$ cat src/rtl/mpu_data_types.sv
// Shared types and sizing for the MPU front end.
// Holds instruction/state/error enums, the per-register dimension record and
// the latched instruction record passed from the sequencer to the scoreboard.
package mpu_data_types;
  localparam int MATRIX_REGISTERS = 8;
  localparam int M = 3;
  localparam int N = 3;
  // *_BITS are msb indices, so fields are declared [X_BITS:0].
  localparam int MATRIX_REG_BITS = $clog2(MATRIX_REGISTERS) - 1;
  localparam int MBITS = $clog2(M + 1) - 1;
  localparam int NBITS = $clog2(N + 1) - 1;

  typedef logic [MATRIX_REG_BITS:0] reg_addr_t;

  typedef enum logic [1:0] {MPU_NOP, MPU_LOAD, MPU_STORE, MPU_MULT} mpu_instruction_e;
  typedef enum logic [1:0] {CTRL_IDLE, CTRL_HOLD} ctrl_state_e;
  typedef enum logic [1:0] {ERR_NONE, ERR_DIMS, ERR_ALIAS, ERR_UNLOADED} ctrl_err_e;

  typedef struct packed {
    logic [MBITS:0] m;
    logic [NBITS:0] n;
  } reg_dims_t;

  typedef struct packed {
    mpu_instruction_e op;
    logic [MBITS:0]   m;
    logic [NBITS:0]   n;
    reg_addr_t        src0;
    reg_addr_t        src1;
    reg_addr_t        dest;
  } mpu_instr_t;
endpackage

$ cat src/rtl/mpu_scoreboard.sv
// Register scoreboard for the MPU sequencer.
// Tracks unit busy flags with their latched addresses, register valid bits and
// stored dimensions, and classifies the held instruction as error / stall.
//   clk, rst            clock, async active-low reset
//   instr, issue        held instruction; issue commits it to the scoreboard
//   *_done              completion pulses from load/store/mult units
//   stall, err_code     combinational verdict on instr (err_code wins)
//   units_free          no unit busy (hence nothing pending)
module mpu_scoreboard
  import mpu_data_types::*;
(
  input  logic       clk,
  input  logic       rst,
  input  mpu_instr_t instr,
  input  logic       issue,
  input  logic       load_done,
  input  logic       store_done,
  input  logic       mult_done,
  output logic       stall,
  output ctrl_err_e  err_code,
  output logic       units_free
);
  logic load_busy, store_busy, mult_busy;
  reg_addr_t ld_dest, st_src, mu_src0, mu_src1, mu_dest;
  logic [MATRIX_REGISTERS-1:0] valid, pend_w, pend_r;
  reg_dims_t [MATRIX_REGISTERS-1:0] dims;
  logic a_bad, b_bad;

  // Pending masks are rebuilt from the busy units' latched addresses, so a
  // register read by two units at once stays pending until both finish.
  always_comb begin
    pend_w = '0;
    pend_r = '0;
    if (load_busy) pend_w[ld_dest] = 1'b1;
    if (store_busy) pend_r[st_src] = 1'b1;
    if (mult_busy) begin
      pend_w[mu_dest] = 1'b1;
      pend_r[mu_src0] = 1'b1;
      pend_r[mu_src1] = 1'b1;
    end
  end

  assign units_free = !(load_busy || store_busy || mult_busy);

  always_comb begin
    a_bad    = !valid[instr.src0] && !pend_w[instr.src0];
    b_bad    = !valid[instr.src1] && !pend_w[instr.src1];
    err_code = ERR_NONE;
    stall    = 1'b0;
    case (instr.op)
      MPU_LOAD: begin
        if (instr.m == '0 || instr.n == '0) err_code = ERR_DIMS;
        stall = load_busy || pend_w[instr.dest] || pend_r[instr.dest];
      end
      MPU_STORE: begin
        if (a_bad) err_code = ERR_UNLOADED;
        stall = store_busy || pend_w[instr.src0];
      end
      MPU_MULT: begin
        if (a_bad || b_bad)
          err_code = ERR_UNLOADED;
        else if (instr.dest == instr.src0 || instr.dest == instr.src1)
          err_code = ERR_ALIAS;
        else if (32'(dims[instr.src0].n) != 32'(dims[instr.src1].m))
          err_code = ERR_DIMS;
        stall = mult_busy || pend_w[instr.src0] || pend_w[instr.src1] ||
                pend_w[instr.dest] || pend_r[instr.dest];
      end
      default: ;
    endcase
  end

  // Dones are gated by busy so stray pulses are ignored. An issue never
  // targets a unit completing in the same cycle (busy stalls it).
  always_ff @(posedge clk or negedge rst) begin
    if (!rst) begin
      load_busy  <= 1'b0;
      store_busy <= 1'b0;
      mult_busy  <= 1'b0;
      ld_dest    <= '0;
      st_src     <= '0;
      mu_src0    <= '0;
      mu_src1    <= '0;
      mu_dest    <= '0;
      valid      <= '0;
      dims       <= '0;
    end else begin
      if (load_done && load_busy) begin
        load_busy      <= 1'b0;
        valid[ld_dest] <= 1'b1;
      end
      if (store_done && store_busy) store_busy <= 1'b0;
      if (mult_done && mult_busy) begin
        mult_busy      <= 1'b0;
        valid[mu_dest] <= 1'b1;
      end
      if (issue) begin
        case (instr.op)
          MPU_LOAD: begin
            load_busy        <= 1'b1;
            ld_dest          <= instr.dest;
            dims[instr.dest] <= '{m: instr.m, n: instr.n};
          end
          MPU_STORE: begin
            store_busy <= 1'b1;
            st_src     <= instr.src0;
          end
          MPU_MULT: begin
            mult_busy        <= 1'b1;
            mu_src0          <= instr.src0;
            mu_src1          <= instr.src1;
            mu_dest          <= instr.dest;
            dims[instr.dest] <= '{m: dims[instr.src0].m, n: dims[instr.src1].n};
          end
          default: ;
        endcase
      end
    end
  end
endmodule

$ cat src/rtl/mpu_controller.sv
// MPU front-end instruction sequencer.
// Accepts one instruction (req && ready), holds it until the scoreboard
// reports it legal and hazard-free, then pulses the matching unit start or
// reports a rejection on err/err_code.
//   req/ready/op/m_in/n_in/src_addr_*/dest_addr   instruction handshake
//   load_*/store_*/mult_*                         unit start pulses + operands, dones
//   err/err_code                                  one-cycle rejection report
//   idle                                          nothing held, nothing in flight
module mpu_controller
  import mpu_data_types::*;
(
  input  logic                   clk,
  input  logic                   rst,
  input  logic                   req,
  output logic                   ready,
  input  logic [1:0]             op,
  input  logic [MBITS:0]         m_in,
  input  logic [NBITS:0]         n_in,
  input  logic [MATRIX_REG_BITS:0] src_addr_0,
  input  logic [MATRIX_REG_BITS:0] src_addr_1,
  input  logic [MATRIX_REG_BITS:0] dest_addr,
  output logic                   load_start,
  output logic [MATRIX_REG_BITS:0] load_dest,
  output logic [MBITS:0]         load_m,
  output logic [NBITS:0]         load_n,
  input  logic                   load_done,
  output logic                   store_start,
  output logic [MATRIX_REG_BITS:0] store_src,
  input  logic                   store_done,
  output logic                   mult_start,
  output logic [MATRIX_REG_BITS:0] mult_src0,
  output logic [MATRIX_REG_BITS:0] mult_src1,
  output logic [MATRIX_REG_BITS:0] mult_dest,
  input  logic                   mult_done,
  output logic                   err,
  output logic [1:0]             err_code,
  output logic                   idle
);
  ctrl_state_e state, state_nxt;
  mpu_instr_t  instr;
  ctrl_err_e   sb_err;
  logic        sb_stall, sb_free, issue, reject;

  mpu_scoreboard u_sb (
    .clk       (clk),
    .rst       (rst),
    .instr     (instr),
    .issue     (issue),
    .load_done (load_done),
    .store_done(store_done),
    .mult_done (mult_done),
    .stall     (sb_stall),
    .err_code  (sb_err),
    .units_free(sb_free)
  );

  // Errors outrank stalls: a bad instruction is rejected even if its unit is busy.
  always_comb begin
    state_nxt = state;
    issue     = 1'b0;
    reject    = 1'b0;
    case (state)
      CTRL_IDLE: if (req) state_nxt = CTRL_HOLD;
      CTRL_HOLD: begin
        if (instr.op == MPU_NOP) begin
          state_nxt = CTRL_IDLE;
        end else if (sb_err != ERR_NONE) begin
          reject    = 1'b1;
          state_nxt = CTRL_IDLE;
        end else if (!sb_stall) begin
          issue     = 1'b1;
          state_nxt = CTRL_IDLE;
        end
      end
      default: state_nxt = CTRL_IDLE;
    endcase
  end

  assign ready = (state == CTRL_IDLE);
  assign idle  = ready && sb_free;

  always_ff @(posedge clk or negedge rst) begin
    if (!rst) begin
      state       <= CTRL_IDLE;
      instr       <= '0;
      load_start  <= 1'b0;
      store_start <= 1'b0;
      mult_start  <= 1'b0;
      load_dest   <= '0;
      load_m      <= '0;
      load_n      <= '0;
      store_src   <= '0;
      mult_src0   <= '0;
      mult_src1   <= '0;
      mult_dest   <= '0;
      err         <= 1'b0;
      err_code    <= '0;
    end else begin
      state       <= state_nxt;
      load_start  <= issue && instr.op == MPU_LOAD;
      store_start <= issue && instr.op == MPU_STORE;
      mult_start  <= issue && instr.op == MPU_MULT;
      err         <= reject;
      err_code    <= reject ? sb_err : ERR_NONE;
      if (state == CTRL_IDLE && req)
        instr <= '{op: mpu_instruction_e'(op), m: m_in, n: n_in,
                   src0: src_addr_0, src1: src_addr_1, dest: dest_addr};
      if (issue) begin
        case (instr.op)
          MPU_LOAD: begin
            load_dest <= instr.dest;
            load_m    <= instr.m;
            load_n    <= instr.n;
          end
          MPU_STORE: store_src <= instr.src0;
          MPU_MULT: begin
            mult_src0 <= instr.src0;
            mult_src1 <= instr.src1;
            mult_dest <= instr.dest;
          end
          default: ;
        endcase
      end
    end
  end
endmodule
$ cat config.mk
export PLATFORM = sky130hd
export DESIGN_NAME = mpu_controller
export DESIGN_NICKNAME = d
export VERILOG_FILES = /design/src/rtl/mpu_data_types.sv /design/src/rtl/mpu_scoreboard.sv /design/src/rtl/mpu_controller.sv
export SDC_FILE = /design/constraint.sdc
export NUM_CORES = 1
export LEC_CHECK = 0
export ABC_AREA = 1
export CORE_ASPECT_RATIO = 1.1
export CORE_MARGIN = 10
export CORE_UTILIZATION = 55
export CTS_BUF_LIST = sky130_fd_sc_hd__clkbuf_8
export DETAILED_ROUTE_END_ITERATION = 10
export PLACE_DENSITY = 0.75
export SLEW_MARGIN = 20
export SYNTH_ARGS = -nofsm -noshare
export SYNTH_HDL_FRONTEND = slang
export SYNTH_SLANG_ARGS = --single-unit
$ cat constraint.sdc
create_clock -name clk -period 4 [get_ports clk]
set_input_delay 0.8 -clock clk [delete_from_list [all_inputs] [get_ports clk]]
set_output_delay 0.8 -clock clk [all_outputs]
set_load 0.005 [all_outputs]
# ---- Yosys cells after proc, flatten, opt, wreduce, memory -nomap -nowiden
# Index checks and enable logic that the tools add are counted.
dict set report op_classes {
  order_cmp 14
  eq_ne 9
  mux 66
  bitwise 5
  n_reduce_logical 44
}
# op n
set ops {}
lappend ops {{32-bit bitwise mux} 2}
lappend ops {{32-bit case mux with 2 select lines} 1}
lappend ops {{8-bit two-way mux} 6}
lappend ops {{8-bit bitwise OR} 5}
lappend ops {{3-bit by 4-bit < comparator with 1-bit output, second input constant} 8}
lappend ops {{1-bit two-way mux} 29}
lappend ops {{4-bit binary-select mux with 3-bit select} 2}
lappend ops {{1-bit binary-select mux with 3-bit select} 6}
lappend ops {{3-bit by 1-bit >= comparator with 1-bit output, second input constant} 6}
lappend ops {{1-bit logical AND} 16}
lappend ops {{2-bit two-way mux} 8}
lappend ops {{1-bit demux with 3-bit select} 5}
lappend ops {{4-bit demux with 3-bit select} 1}
lappend ops {{1-bit logical OR} 12}
lappend ops {{4-bit two-way mux} 3}
lappend ops {{2-bit AND reduction} 5}
lappend ops {{2-bit zero test} 4}
lappend ops {{3-bit equality test} 2}
lappend ops {{2-bit case mux with 3 select lines} 1}
lappend ops {{1-bit zero test} 5}
lappend ops {{2-bit by 1-bit equality test with 1-bit output, second input constant} 2}
lappend ops {{2-bit equality test, second input constant} 2}
lappend ops {{4-bit inequality test, second input constant} 1}
lappend ops {{2-bit case mux with 2 select lines} 1}
lappend ops {{other kinds (4)} 5}
dict set report totals {
  regBits 85
  inputBits 21
  out_inout_bits 27
  elab_cells 177
}

# ---- Depth between registers and ports, before layout
dict set report depth {
  depth_word 19
  depth_mapped 20
}

# ---- By module
# From an unflattened synthesis, not the netlist that was laid out.
dict set report unflattened {
  cells_unflattened 793
  area_unflattened_um2 5761.8
}
# module n_inst cells_each area_each_um2
set modules_own_cells {}
lappend modules_own_cells {mpu_scoreboard 1 616 4066.4}
lappend modules_own_cells {mpu_controller 1 177 1695.4}

# ---- Worst setup path after synthesis
# No wires, ideal clock.
dict set report synth_timing {
  kind {register to register}
  startpoint {register u_sb.mu_dest[2]}
  endpoint {register u_sb.mu_dest[1]}
  setup_ps 118
  t_arrival_ps 2204
  required_ps 3882
  path_slack_ps 1678
  path_stages_with_launch 17
  n_path_buf 2
  cell_sequence {dfrtp_1 buf_2 nor2_4 nand3_1 nand3_1 nand3_1 nand3_1 nand2_1 nand2_1 nand3_1 a21oi_1 nand3_2 nor2_8 nand2_4 buf_6 nand2_1 o21ai_2}
}
dict set report synth_between {
  elab_chain_cells 18
  word_cells_on_any_way 35
  classes_between {order compare: 2; mux: 17; bitwise: 1; reduce/logical: 15}
}
# item line_no
set synth_lines {}
lappend synth_lines {{start, declared} mpu_scoreboard.sv:24} ;# reg_addr_t ld_dest, st_src, mu_src0, mu_src1, mu_dest;
lappend synth_lines {{start signal, assigned} mpu_scoreboard.sv:112} ;# mu_dest <= instr.dest;
lappend synth_lines {{3-bit by 4-bit < comparator with 1-bit output (implied by the code) / 3-bit by 1-bit >= comparator with 1-bit output (equally long branches)} mpu_scoreboard.sv:37} ;# pend_w[mu_dest] = 1'b1;
lappend synth_lines {{1-bit logical AND (implied by the code)} mpu_scoreboard.sv:37}
lappend synth_lines {{1-bit two-way mux (implied by the code)} mpu_scoreboard.sv:37}
lappend synth_lines {{1-bit demux with 3-bit select (*)} -}
lappend synth_lines {{8-bit bitwise OR (no line) (*)} -}
lappend synth_lines {{8-bit two-way mux (*)} mpu_scoreboard.sv:36} ;# if (mult_busy) begin
lappend synth_lines {{1-bit binary-select mux with 3-bit select (on tied branches)} -}
lappend synth_lines {{1-bit two-way mux (on tied branches)} -}
lappend synth_lines {{[2 not listed]} -}
lappend synth_lines {{1-bit logical OR (on tied branches)} {mpu_scoreboard.sv:60, mpu_scoreboard.sv:66}}
lappend synth_lines {{2-bit two-way mux / 1-bit logical OR (equally long branches)} {mpu_scoreboard.sv:60, mpu_scoreboard.sv:67}}
lappend synth_lines {{2-bit case mux with 3 select lines / 1-bit case mux with 3 select lines (equally long branches)} mpu_scoreboard.sv:50} ;# case (instr.op)
lappend synth_lines {{2-bit nonzero test / 1-bit two-way mux (equally long branches)} {mpu_controller.sv:67, mpu_controller.sv:70}}
lappend synth_lines {{1-bit two-way mux (*)} mpu_controller.sv:67} ;# end else if (sb_err != ERR_NONE) begin
lappend synth_lines {{1-bit two-way mux (*)} mpu_controller.sv:65} ;# if (instr.op == MPU_NOP) begin
lappend synth_lines {{1-bit two-way mux (*)} mpu_controller.sv:62} ;# case (state)
lappend synth_lines {{2-bit AND reduction (no line) (*)} -}
# Every way passes the cells marked *; elsewhere a longest branch is shown, timed or not. The select of a mux whose other input is x is not followed.
# A chain may end at the register's enable or synchronous reset.

# ---- Final worst setup path
dict set report layout_timing {
  startpoint {register instr[3] (netlist name)}
  endpoint {register u_sb.dims[25] (netlist bit)}
}
dict set report layout_between {
  elab_chain_cells 12
  word_cells_on_any_way 29
  classes_between {eq/ne: 2; mux: 17; reduce/logical: 10}
}
# item line_no
set layout_lines {}
lappend layout_lines {{4-bit binary-select mux with 3-bit select, or another cell as far along} {mpu_scoreboard.sv:64, mpu_scoreboard.sv:113}}
lappend layout_lines {{4-bit two-way mux (implied by the code), or another cell as far along} mpu_scoreboard.sv:113} ;# dims[instr.dest] <= '{m: dims[instr.src0].m, n: dims[instr.src1].n};
lappend layout_lines {{2-bit inequality test / 1-bit zero test (equally long branches)} {mpu_scoreboard.sv:64, mpu_scoreboard.sv:47}}
lappend layout_lines {{1-bit two-way mux / 1-bit logical AND (equally long branches)} {mpu_scoreboard.sv:64, mpu_scoreboard.sv:47}}
lappend layout_lines {{2-bit two-way mux / 1-bit logical OR (equally long branches)} {mpu_scoreboard.sv:62, mpu_scoreboard.sv:60}}
lappend layout_lines {{2-bit two-way mux} mpu_scoreboard.sv:60} ;# if (a_bad || b_bad)
lappend layout_lines {{2-bit case mux with 3 select lines} mpu_scoreboard.sv:50}
lappend layout_lines {{2-bit nonzero test} mpu_controller.sv:67}
lappend layout_lines {{1-bit two-way mux} mpu_controller.sv:67}
lappend layout_lines {{1-bit two-way mux} mpu_controller.sv:65}
lappend layout_lines {{1-bit two-way mux} mpu_controller.sv:62}
lappend layout_lines {{2-bit AND reduction (no line)} -}
lappend layout_lines {{end signal, assigned by index} mpu_scoreboard.sv:102} ;# dims[instr.dest] <= '{m: instr.m, n: instr.n};
lappend layout_lines {{end signal, assigned by index} mpu_scoreboard.sv:113}
lappend layout_lines {{end, declared} mpu_scoreboard.sv:26} ;# reg_dims_t [MATRIX_REGISTERS-1:0] dims;
# Several ways; a longest one is shown, not always the timed one. The select of a mux whose other input is x is not followed.

==> metrics.yaml <==
status: "completed"
fill_cells: 852
worstSetupPathType: "register to register"
synthTopCellsByCount: "nand2_1 (226), dfrtp_1 (84), nand3_1 (76), inv_1 (58), nor2_1 (44)"
hpwl_mm: 11.3
post_cts_resized: 0
cts_setup_buffers: 0
multiInputGateArea_um2: 2650
post-route-min-period_ns: 3.36
p_leak_nw: 2.88
yosysMostFrequentCell: "nand2_1"
drive_gt1_frac: 0.0879
clkLatencyLatePin_ns: 0.37
final_area_um2: 5920
drc: 0
synth-adder-area-share: 0
synth_xor_area_frac: 0.00992
cts_tree: "done"
grt_pass1_vias: 4800
power.share.sequential: 0.331
num_vias: 5219
die_w_um: 114
synth_top_area_cell: "dfrtp_1"
area_delta_synth_final_pct: 11.8
drtPass1Iterations: 6
clkSlewWorstSetupHoldPaths_ns: 0.09
peakVddDrop_uv: 390
synth_edf_count: 0
power_mw: 4.91
synth_top_family_by_area: "simple AND/OR/NAND/NOR gates"
p_sw_mw: 2.53
dp.cells: 863
ys_ff_latch: 84
seq_area_um2: 2100
rsz0062_at_grt: "false"
track_usage: 0.228
ant_nets: 0
swShare: 0.516
synth_area_leaders: "dfrtp_1 (40%), nand2_1 (16%), nand3_1 (7.2%)"
grt_remaining_overflow: 0
io_pins: 48
gp_congestion: 0.949
p_int_mw: 2.37
synthSimpleGateAreaFrac: 0.364
synth.avg_cell_area_um2: 7.26
whs_ns: 0.475
max_slew_margin: 0.316
synth_compound_gate_area_share: 0.123
post-place-ws_ns: 0.685
fmax_mhz: 298
pwr-share-comb: 0.539
start_util: 0.564
grt_pass1_wl_mm: 25.6
finClkSkew_ns: 0.0104
cts_num_sinks: 84
crit_fanout: 34
synth_area_um2: 5300
cts_buffers: 9
setup_viol: 0
layout_setup_ws_ns: 0.639
fin_tns_setup_ns: 0
clkPwrFrac: 0.130
hold_violations: 0
antenna_found_initial: 0
grt_max_degree: 85
drv_slew: 0
fin_nets: 778
syn_nets: 751
hold_class: "input pin to asynchronous set/reset pin"
critPathArrivalTime_ns: 3.63
drt-initial-drc-count: 538
seq_area_frac_synth: 0.397
core_um2: 9400
die-area_um2: 14000
yosys_warnings: 0
power_density_nw_per_um2: 828
layoutNonFillerInstCount: 879
cts_buffer_depth: 2
worst_pin_slew_ns: 1.02
syn_inst: 730
async_flop_share: 1.00
wirelength_mm: 15.7
viasPerCell: 5.94
wl_per_cell_um: 17.8
required_ns: 4.27
n_antenna_cell: 0
yosysTopAreaCellShare: 0.397
ctsHoldBuffers: 0
portBuffers: 47
die_h_um: 123
placed_area_um2: 5720
maxCapViolCount: 0
finalCoreUtilization: 0.630
yosys.cell_types.count: 39
post-route-period-util: 0.840
ys.flop_type: "dfrtp_1"
synth.area.mux_share: 0.00212
root_buffer: "clkbuf_8"
htreeDepth: 3
rows: 37
crit_path_end_kind: "register"
startpoint_type: "register"
## worst max-delay path, cell delays in order, from the launching register on
cell and delay [ns]:
dfrtp_1 0.39, inv_1 0.58, nand2_1 0.10, nand3_1 0.15, nand3_1 0.09, nand2_1 0.11, nand2_1 0.06, nand2_1 0.06
nand2_1 0.06, nand2_1 0.05, nand3_1 0.06, a21oi_1 0.30, nand3_2 0.20, nor2_8 0.51, buf_4 0.30, nand3_4 0.09
nand2_1 0.09, nand2_1 0.05
## power groups by stage
stage               clock network (mW)  registers [mW]  logic [mW]
global placement                     0            1.60        2.58
detailed placement                   0            1.62        2.61
CTS                              0.641            1.60        2.62
finish                           0.638            1.62        2.65
global route                     0.669            1.67        2.95
floorplan                            0            1.36        2.06
## sequential cells by signal, summed over array words and instances, names as in the netlist
register and flops:
u_sb.store_busy 1, err_code 2, load_start 1, u_sb.st_src 3, u_sb.valid 8, load_n 2
store_start 1, u_sb.mult_busy 1, load_m 2, mult_start 1, u_sb.ld_dest 3, u_sb.load_busy 1
state 1, instr 15, u_sb.mu_dest 3, err 1, u_sb.mu_src1 3, u_sb.mu_src0 3
u_sb.dims 32
## layer usage
layer	vias up	routed length [um]	part of all wire	global-route usage
met5	-	0	0	0
met4	0	389	0.025	0.0984
met3	31	1380	0.088	0.0460
met2	239	7010	0.45	0.343
met1	2461	6900	0.44	0.311
li1	2488	-	-	-
## kinds of logic (layout without fill, tap and decap cells)
group	after synthesis	count (layout)
AO/OA/AOI/OAI	110	110
flip-flops	84	84
XOR/XNOR	6	6
buffers and inverters	113	145
multiplexers	1	1
AND/OR/NAND/NOR	416	416
## layout by cell type (no fill, tap or decap), types with 9 or more instances in the layout
master             n
dfrtp_1           84
nand4_1           40
nor3_1            10
clkdlybuf4s50_1   46
inv_2             10
clkbuf_8          10
a21oi_1           34
inv_1             59
nor2_1            44
nand2_1          226
nand3_1           76
o21ai_0           31
o21ai_2            9
buf_4             12
o21ai_1           12
## worst paths after layout
path | cells past startpoint | endpoint | from | slack [ns]
worst max register to register | 17 | u_sb.dims[25]$_DFFE_PN0P_ | instr[3]$_DFFE_PN0P_ | 0.64
worst max-delay path | 17 | u_sb.dims[25]$_DFFE_PN0P_ | instr[3]$_DFFE_PN0P_ | 0.64
worst min register to register | 2 | load_n[1]$_DFFE_PN0P_ | load_n[1]$_DFFE_PN0P_ | 0.49
max in group asynchronous | 1 | instr[12]$_DFFE_PN0P_ | rst | 3.02
worst min-delay path | 1 | u_sb.valid[1]$_DFF_PN0_ | rst | 0.48
min in group clk | 2 | load_n[1]$_DFFE_PN0P_ | load_n[1]$_DFFE_PN0P_ | 0.49
## layout make-up
class / instances / share of cell area
clock buffer: 10 / 0.0232
clock inverter: 6 / 0.0110
inverter: 70 / 0.0448
multi-input combinational: 533 / 0.447
sequential: 84 / 0.355
tap: 117 / 0.0247
timing repair buffer: 59 / 0.0948
(Power assumes the default switching activity.)
